<file path="src/rtl/hilo_div_ctrl_if.sv">
// Signal bundle between the control unit / iterative divider and the HI/LO sequencer.
// The master side drives requests and divider status; the slave side is hilo_div_ctrl.
interface hilo_div_ctrl_if #(
  parameter int WIDTH = 32
);
  // control-unit side
  logic             div_req;
  logic             mthi_wr;
  logic             mtlo_wr;
  logic [WIDTH-1:0] wr_data;
  logic [WIDTH-1:0] hi;
  logic [WIDTH-1:0] lo;
  logic             busy;
  logic             div_zero_exc;
  logic             timeout_err;

  // divider side
  logic             div_start;
  logic             div_stop;
  logic             div_zero;
  logic [WIDTH-1:0] div_hi;
  logic [WIDTH-1:0] div_lo;

  modport master (
    output div_req, mthi_wr, mtlo_wr, wr_data,
    output div_stop, div_zero, div_hi, div_lo,
    input  div_start, hi, lo, busy, div_zero_exc, timeout_err
  );

  modport slave (
    input  div_req, mthi_wr, mtlo_wr, wr_data,
    input  div_stop, div_zero, div_hi, div_lo,
    output div_start, hi, lo, busy, div_zero_exc, timeout_err
  );
endinterface

</file>
<file path="src/rtl/hilo_div_ctrl.sv">
// DIV sequencer and HI/LO owner: fires a one-cycle divider start, waits for done, /0 or
// timeout, then captures the divider result into HI/LO. MTHI/MTLO are served while idle.
module hilo_div_ctrl #(
  parameter int WIDTH   = 32,
  parameter int TIMEOUT = 40,
  parameter int CNT_W   = 6
) (
  input  logic           clk,
  input  logic           reset,
  hilo_div_ctrl_if.slave bus
);

  typedef enum logic [1:0] {
    IDLE  = 2'd0,
    START = 2'd1,
    WAIT  = 2'd2
  } state_t;

  localparam logic [CNT_W-1:0] CNT_LAST = CNT_W'(TIMEOUT - 1);

  state_t           state;
  state_t           state_nxt;
  logic [CNT_W-1:0] wait_cnt;
  logic [WIDTH-1:0] hi_q;
  logic [WIDTH-1:0] lo_q;
  logic             zero_exc_q;
  logic             timeout_q;

  logic             hi_wr_en;
  logic             lo_wr_en;
  logic             capture;
  logic             zero_hit;
  logic             timeout_hit;
  logic             wait_expired;

  assign wait_expired = (wait_cnt == CNT_LAST);

  // ---------------------------------------------------------------------------
  // FSM: state register
  // ---------------------------------------------------------------------------
  // NOTE: sequential state is written with <= so every flop samples pre-edge values.
  always_ff @(posedge clk) begin
    if (reset) state <= IDLE;
    else       state <= state_nxt;
  end

  // ---------------------------------------------------------------------------
  // FSM: next-state logic
  // ---------------------------------------------------------------------------
  // NOTE: each always_comb assigns defaults first, so no path can infer a latch.
  always_comb begin
    state_nxt = state;
    unique case (state)
      IDLE:    if (bus.div_req) state_nxt = START;
      START:   state_nxt = WAIT;
      WAIT:    if (bus.div_zero || bus.div_stop || wait_expired) state_nxt = IDLE;
      default: state_nxt = IDLE;
    endcase
  end

  // ---------------------------------------------------------------------------
  // FSM: output decode (state-only for busy/div_start; strobes for the datapath)
  // ---------------------------------------------------------------------------
  always_comb begin
    bus.busy      = 1'b0;
    bus.div_start = 1'b0;
    hi_wr_en      = 1'b0;
    lo_wr_en      = 1'b0;
    capture       = 1'b0;
    zero_hit      = 1'b0;
    timeout_hit   = 1'b0;
    unique case (state)
      IDLE: begin
        hi_wr_en = bus.mthi_wr;
        lo_wr_en = bus.mtlo_wr;
      end
      START: begin
        // divider flags may be stale from the previous op here, so they are not looked at
        bus.busy      = 1'b1;
        bus.div_start = 1'b1;
      end
      WAIT: begin
        bus.busy    = 1'b1;
        zero_hit    = bus.div_zero;
        capture     = !bus.div_zero && bus.div_stop;
        timeout_hit = !bus.div_zero && !bus.div_stop && wait_expired;
      end
      default: ;
    endcase
  end

  // ---------------------------------------------------------------------------
  // WAIT-cycle counter
  // ---------------------------------------------------------------------------
  always_ff @(posedge clk) begin
    if (reset)              wait_cnt <= '0;
    else if (state == START) wait_cnt <= '0;
    else if (state == WAIT)  wait_cnt <= wait_cnt + CNT_W'(1);
  end

  // ---------------------------------------------------------------------------
  // Architectural HI/LO
  // ---------------------------------------------------------------------------
  // NOTE: HI/LO are architectural state that must read zero after reset, so they get a reset.
  always_ff @(posedge clk) begin
    if (reset) begin
      hi_q <= '0;
      lo_q <= '0;
    end else begin
      if (capture)       hi_q <= bus.div_hi;
      else if (hi_wr_en) hi_q <= bus.wr_data;
      if (capture)       lo_q <= bus.div_lo;
      else if (lo_wr_en) lo_q <= bus.wr_data;
    end
  end

  // ---------------------------------------------------------------------------
  // Status flags: /0 pulse follows the exit edge; timeout is sticky until reset
  // ---------------------------------------------------------------------------
  always_ff @(posedge clk) begin
    if (reset) begin
      zero_exc_q <= 1'b0;
      timeout_q  <= 1'b0;
    end else begin
      zero_exc_q <= zero_hit;
      timeout_q  <= timeout_q | timeout_hit;
    end
  end

  assign bus.hi           = hi_q;
  assign bus.lo           = lo_q;
  assign bus.div_zero_exc = zero_exc_q;
  assign bus.timeout_err  = timeout_q;

  // ---------------------------------------------------------------------------
  // Embedded checks
  // ---------------------------------------------------------------------------
  a_start_one_cycle: assert property (@(posedge clk) disable iff (reset)
    bus.div_start |=> !bus.div_start);

  a_single_exit: assert property (@(posedge clk) disable iff (reset)
    $onehot0({zero_hit, capture, timeout_hit}));

  a_wait_bounded: assert property (@(posedge clk) disable iff (reset)
    (state == WAIT) |-> (wait_cnt <= CNT_LAST));

endmodule
</file>
<file path="src/flat_wrapper.sv">
// flat-port wrapper written by rule: the top's interface ports become plain ports
module hilo_div_ctrl_flat 
#(
  parameter int WIDTH   = 32,
  parameter int TIMEOUT = 40,
  parameter int CNT_W   = 6
)
  (clk, reset, bus_div_req, bus_mthi_wr, bus_mtlo_wr, bus_wr_data, bus_div_stop, bus_div_zero, bus_div_hi, bus_div_lo, bus_div_start, bus_hi, bus_lo, bus_busy, bus_div_zero_exc, bus_timeout_err);
  hilo_div_ctrl_if #(.WIDTH(WIDTH)) bus_i ();
  input  logic clk;
  input  logic reset;
  input wire logic [$bits(bus_i.div_req)-1:0] bus_div_req;
  input wire logic [$bits(bus_i.mthi_wr)-1:0] bus_mthi_wr;
  input wire logic [$bits(bus_i.mtlo_wr)-1:0] bus_mtlo_wr;
  input wire logic [$bits(bus_i.wr_data)-1:0] bus_wr_data;
  input wire logic [$bits(bus_i.div_stop)-1:0] bus_div_stop;
  input wire logic [$bits(bus_i.div_zero)-1:0] bus_div_zero;
  input wire logic [$bits(bus_i.div_hi)-1:0] bus_div_hi;
  input wire logic [$bits(bus_i.div_lo)-1:0] bus_div_lo;
  output wire logic [$bits(bus_i.div_start)-1:0] bus_div_start;
  output wire logic [$bits(bus_i.hi)-1:0] bus_hi;
  output wire logic [$bits(bus_i.lo)-1:0] bus_lo;
  output wire logic [$bits(bus_i.busy)-1:0] bus_busy;
  output wire logic [$bits(bus_i.div_zero_exc)-1:0] bus_div_zero_exc;
  output wire logic [$bits(bus_i.timeout_err)-1:0] bus_timeout_err;
  assign bus_i.div_req = bus_div_req;
  assign bus_i.mthi_wr = bus_mthi_wr;
  assign bus_i.mtlo_wr = bus_mtlo_wr;
  assign bus_i.wr_data = bus_wr_data;
  assign bus_i.div_stop = bus_div_stop;
  assign bus_i.div_zero = bus_div_zero;
  assign bus_i.div_hi = bus_div_hi;
  assign bus_i.div_lo = bus_div_lo;
  assign bus_div_start = bus_i.div_start;
  assign bus_hi = bus_i.hi;
  assign bus_lo = bus_i.lo;
  assign bus_busy = bus_i.busy;
  assign bus_div_zero_exc = bus_i.div_zero_exc;
  assign bus_timeout_err = bus_i.timeout_err;
  hilo_div_ctrl #(.WIDTH(WIDTH), .TIMEOUT(TIMEOUT), .CNT_W(CNT_W)) u_core (.clk(clk), .reset(reset), .bus(bus_i));
endmodule
</file>
<file path="config.mk">
export PLATFORM = sky130hd
export DESIGN_NAME = hilo_div_ctrl_flat
export DESIGN_NICKNAME = d
export VERILOG_FILES = /design/src/rtl/hilo_div_ctrl_if.sv /design/src/rtl/hilo_div_ctrl.sv /design/src/flat_wrapper.sv
export SDC_FILE = /design/constraint.sdc
export NUM_CORES = 1
export LEC_CHECK = 0
export CAP_MARGIN = 20
export CORE_MARGIN = 2
export CORE_UTILIZATION = 44
export CTS_CLUSTER_DIAMETER = 200
export DETAILED_ROUTE_END_ITERATION = 10
export GPL_TIMING_DRIVEN = 0
export PLACE_DENSITY = 0.88
export REMOVE_ABC_BUFFERS = 1
export SLEW_MARGIN = 15
export SYNTH_ARGS = -nofsm -noshare
export SYNTH_HDL_FRONTEND = slang
export SYNTH_SLANG_ARGS = --single-unit
</file>
<file path="constraint.sdc">
create_clock -name clk -period 4 [get_ports clk]
set_input_delay 0.6 -clock clk [delete_from_list [all_inputs] [get_ports clk]]
set_output_delay 0.6 -clock clk [all_outputs]
set_load 0.02 [all_outputs]
</file>
==> flow_summary.toml <==
[finish]
drive_gt1_share_pct = 15.92
area_delta_synth_final_pct = 52.25
stdcell_count = 636
final_core_util_pct = 70.00
diodes = 0
nets = 637

[drt]
drt-initial-drc-count = 111
dr.max_layer_used = "met4"
firstDrtPassIters = 4
route.detailed.drc = 0
vias = 3349
wl_per_cell_um = 16.02
viasPerCell = 5.266
wl_met2_um = 5271
wl_um = 10190
wl_met1_um = 3933
wl_met3_um = 732
postRouteAntennaNets = 0

[sta]
post-route-min-period_ns = 2.648
period_share_pct = 66.20
tightest_slew_ns = 0.7429
hold_viol_final = 0
drv_slew = 0
relSlewSlack_pct = 50.47
skew_ns = 0.007175
rsz0062_at_grt = "false"
max_freq_ghz = 0.3776
setup_viol = 0

[clocking]
root_buffer = "clkbuf_8"
clk-insertion-delay-late_ns = 0.33
cts_resized = 0
h-tree-depth = 3
cts.clk_slew.worst_paths_ns = 0.08
cts_tree = "built"
post_cts_buffers = 0
cts_buffers = 9
cts_buffer_depth = 2
clock_sinks = 74
hold_buffers = 0

[global_routing]
overflow = 0
grt.total_usage_pct = 22.76
grt_pass1_vias = 3356
antenna_found_initial = 0
grt_max_degree = 54
grt_pass1_wl_um = 15820

[place]
place_inst = 620
io_buffers = 170
gp_congestion = 0.7288
hpwl_um = 7546

[worst_setup_path]
worstPathCellList = "inv_1, ha_1, and3b_4, a21o_1, buf_16, nor2_1, nor3_1"
crit_path_start_kind = "flip-flop"
critical_path.max_stage_delay_ns = 0.75
cp.required_ns = 4.25
end_kind = "flip-flop"
crit_type = "flip-flop to flip-flop"
crit_arrival_ns = 2.90
r2r_slack_ns = 1.35
cp_num_buf_inv = 2
critPathMaxFanout = 53
cpMaxStageDelayCell = "and3b_4"
critical-path-top-delay-family = "simple AND/OR/NAND/NOR gates"

[run]
maxCapViolations = 0

[synth]
ys_warn_count = 0
syn_inst = 376
ys_seq_area_share_pct = 41.27
syn_area_per_cell_um2 = 9.547
ys_ff_latch = 74
netlist_area_um2 = 3590
yosys.cell_types.count = 28

[floorplanning]
rows = 32
coreArea_um2 = 7807
die_h_um = 94.33
die_x_um = 94.33
ioPinCount = 171
dieArea_um2 = 8897
initial_core_util_pct = 45.98

[hold_path]
holdCritPathClass = "flip-flop to flip-flop"

[power]
ir_drop_mv = 0.2774
cellPowerDensity_nw_per_um2 = 518.5
leakagePower_nw = 1.945

[status]
outcome = "completed"
logic make-up (layout without fill, tap and decap cells):
family                     count (synthesis)  in the layout  synth area share (%)
and+or+nand+nor                          183            183                 28.83
buffers and inverters                     35            193                 7.145
muxes                                      3              3                0.8366
xor gates and xnor gates                   4              4                0.9761
adders and majority gates                  5              5                 1.743
DFF                                       74             74                 41.27
AOI/OAI and AO/OA                         72             72                 19.21
per-layer routing:
layer	global-route usage, %	vias to the layer above
met5	0	-
met4	8.937	0
met3	6.742	20
met2	41.61	110
met1	24.53	1586
li1	-	1633
final cells by class:
class                           instances  area, µm²
Inverter                                2      7.507
Clock buffer                           10      137.6
Tap cell                              102      127.6
Sequential cell                        74       1481
Fill cell                             615       2342
Multi-Input combinational cell        267       1857
Timing Repair Buffer                  175       1822
Clock inverter                          6      32.53
synthesized netlist by cell type:
| library cell | instances | share of area (%) |
|---|---|---|
| a31oi_1 | 1 | 0.17 |
| xnor2_1 | 1 | 0.24 |
| or3_1 | 1 | 0.17 |
| a21o_1 | 2 | 0.42 |
| and3b_1 | 1 | 0.24 |
| nor3b_1 | 1 | 0.21 |
| ha_1 | 5 | 1.7 |
| buf_2 | 10 | 1.4 |
| buf_6 | 15 | 4.7 |
| a211oi_1 | 36 | 7.5 |
| nor3_2 | 30 | 8.4 |
| nor4bb_1 | 1 | 0.28 |
| mux2i_1 | 3 | 0.84 |
| dfxtp_1 | 74 | 41 |
| nor3_1 | 34 | 4.7 |
| a21oi_4 | 2 | 0.91 |
| nor2b_1 | 33 | 5.8 |
| clkbuf_1 | 8 | 0.84 |
| nand2b_1 | 4 | 0.70 |
| a211oi_2 | 28 | 9.8 |
| nand2_1 | 4 | 0.42 |
| or2_2 | 1 | 0.17 |
| o21ai_0 | 1 | 0.14 |
| a21oi_1 | 2 | 0.28 |
| nor2_1 | 71 | 7.4 |
| inv_1 | 2 | 0.21 |
| xor2_1 | 3 | 0.73 |
| nand4_1 | 2 | 0.35 |
state kept, by name, summed over array words and instances (netlist names):
signal / flops
u_core.bus.div_zero_exc: 1
u_core.bus.hi: 32
u_core.bus.lo: 32
u_core.bus.timeout_err: 1
u_core.state: 2
u_core.wait_cnt: 6
placed cells by master (no fill, tap or decap), drive strengths merged, types with 4 or more instances in the layout:
cell           netlist  routed
nand2b               4       4
nand2                4       4
nor3                64      64
a211oi              64      64
nor2b               33      33
nor2                71      71
clkdlybuf4s50        0     169
clkbuf               8      10
ha                   5       5
a21oi                4       4
buf                 25       6
clkinv               0       5
dfxtp               74      74
metrics by stage:
stage	setup slack [ns]	setup TNS, ns	hold WS, ns	total power [mW]	instance area (µm²)
6_report	1.352	0	0.4875	2.834	5465
5_1_grt	1.092	0	0.5121	3.003	5465
4_1_cts	1.314	0	0.4912	2.861	5465
3_5_place_dp	0.9951	0	0.4726	2.354	5295
3_3_place_gp	-1.790	-108.49	0.4589	2.260	5170
2_1_floorplan	-0.1152	-1.982	0.4647	1.702	3341
final timing paths:
check             cells past startpoint              startpoint                      to
hold reg to reg                       2  u_core.bus.timeout_err  u_core.bus.timeout_err
hold / removal                        2  u_core.bus.timeout_err  u_core.bus.timeout_err
setup reg to reg                      7         u_core.state[0]       u_core.bus.hi[24]
setup / recovery                      7         u_core.state[0]       u_core.bus.hi[24]
power by group:
group	internal (mW)	switching, mW	total [mW]
registers	0.900	0.0841	0.984
clock network	0.237	0.271	0.508
logic	0.623	0.719	1.34
tightest hold or removal path, cell delays in order (launching register included):
cell and delay [ns]:
dfxtp_1 0.34, a31oi_1 0.05, nor2_1 0.07
Note: power is estimated with default switching activity, not from simulation.
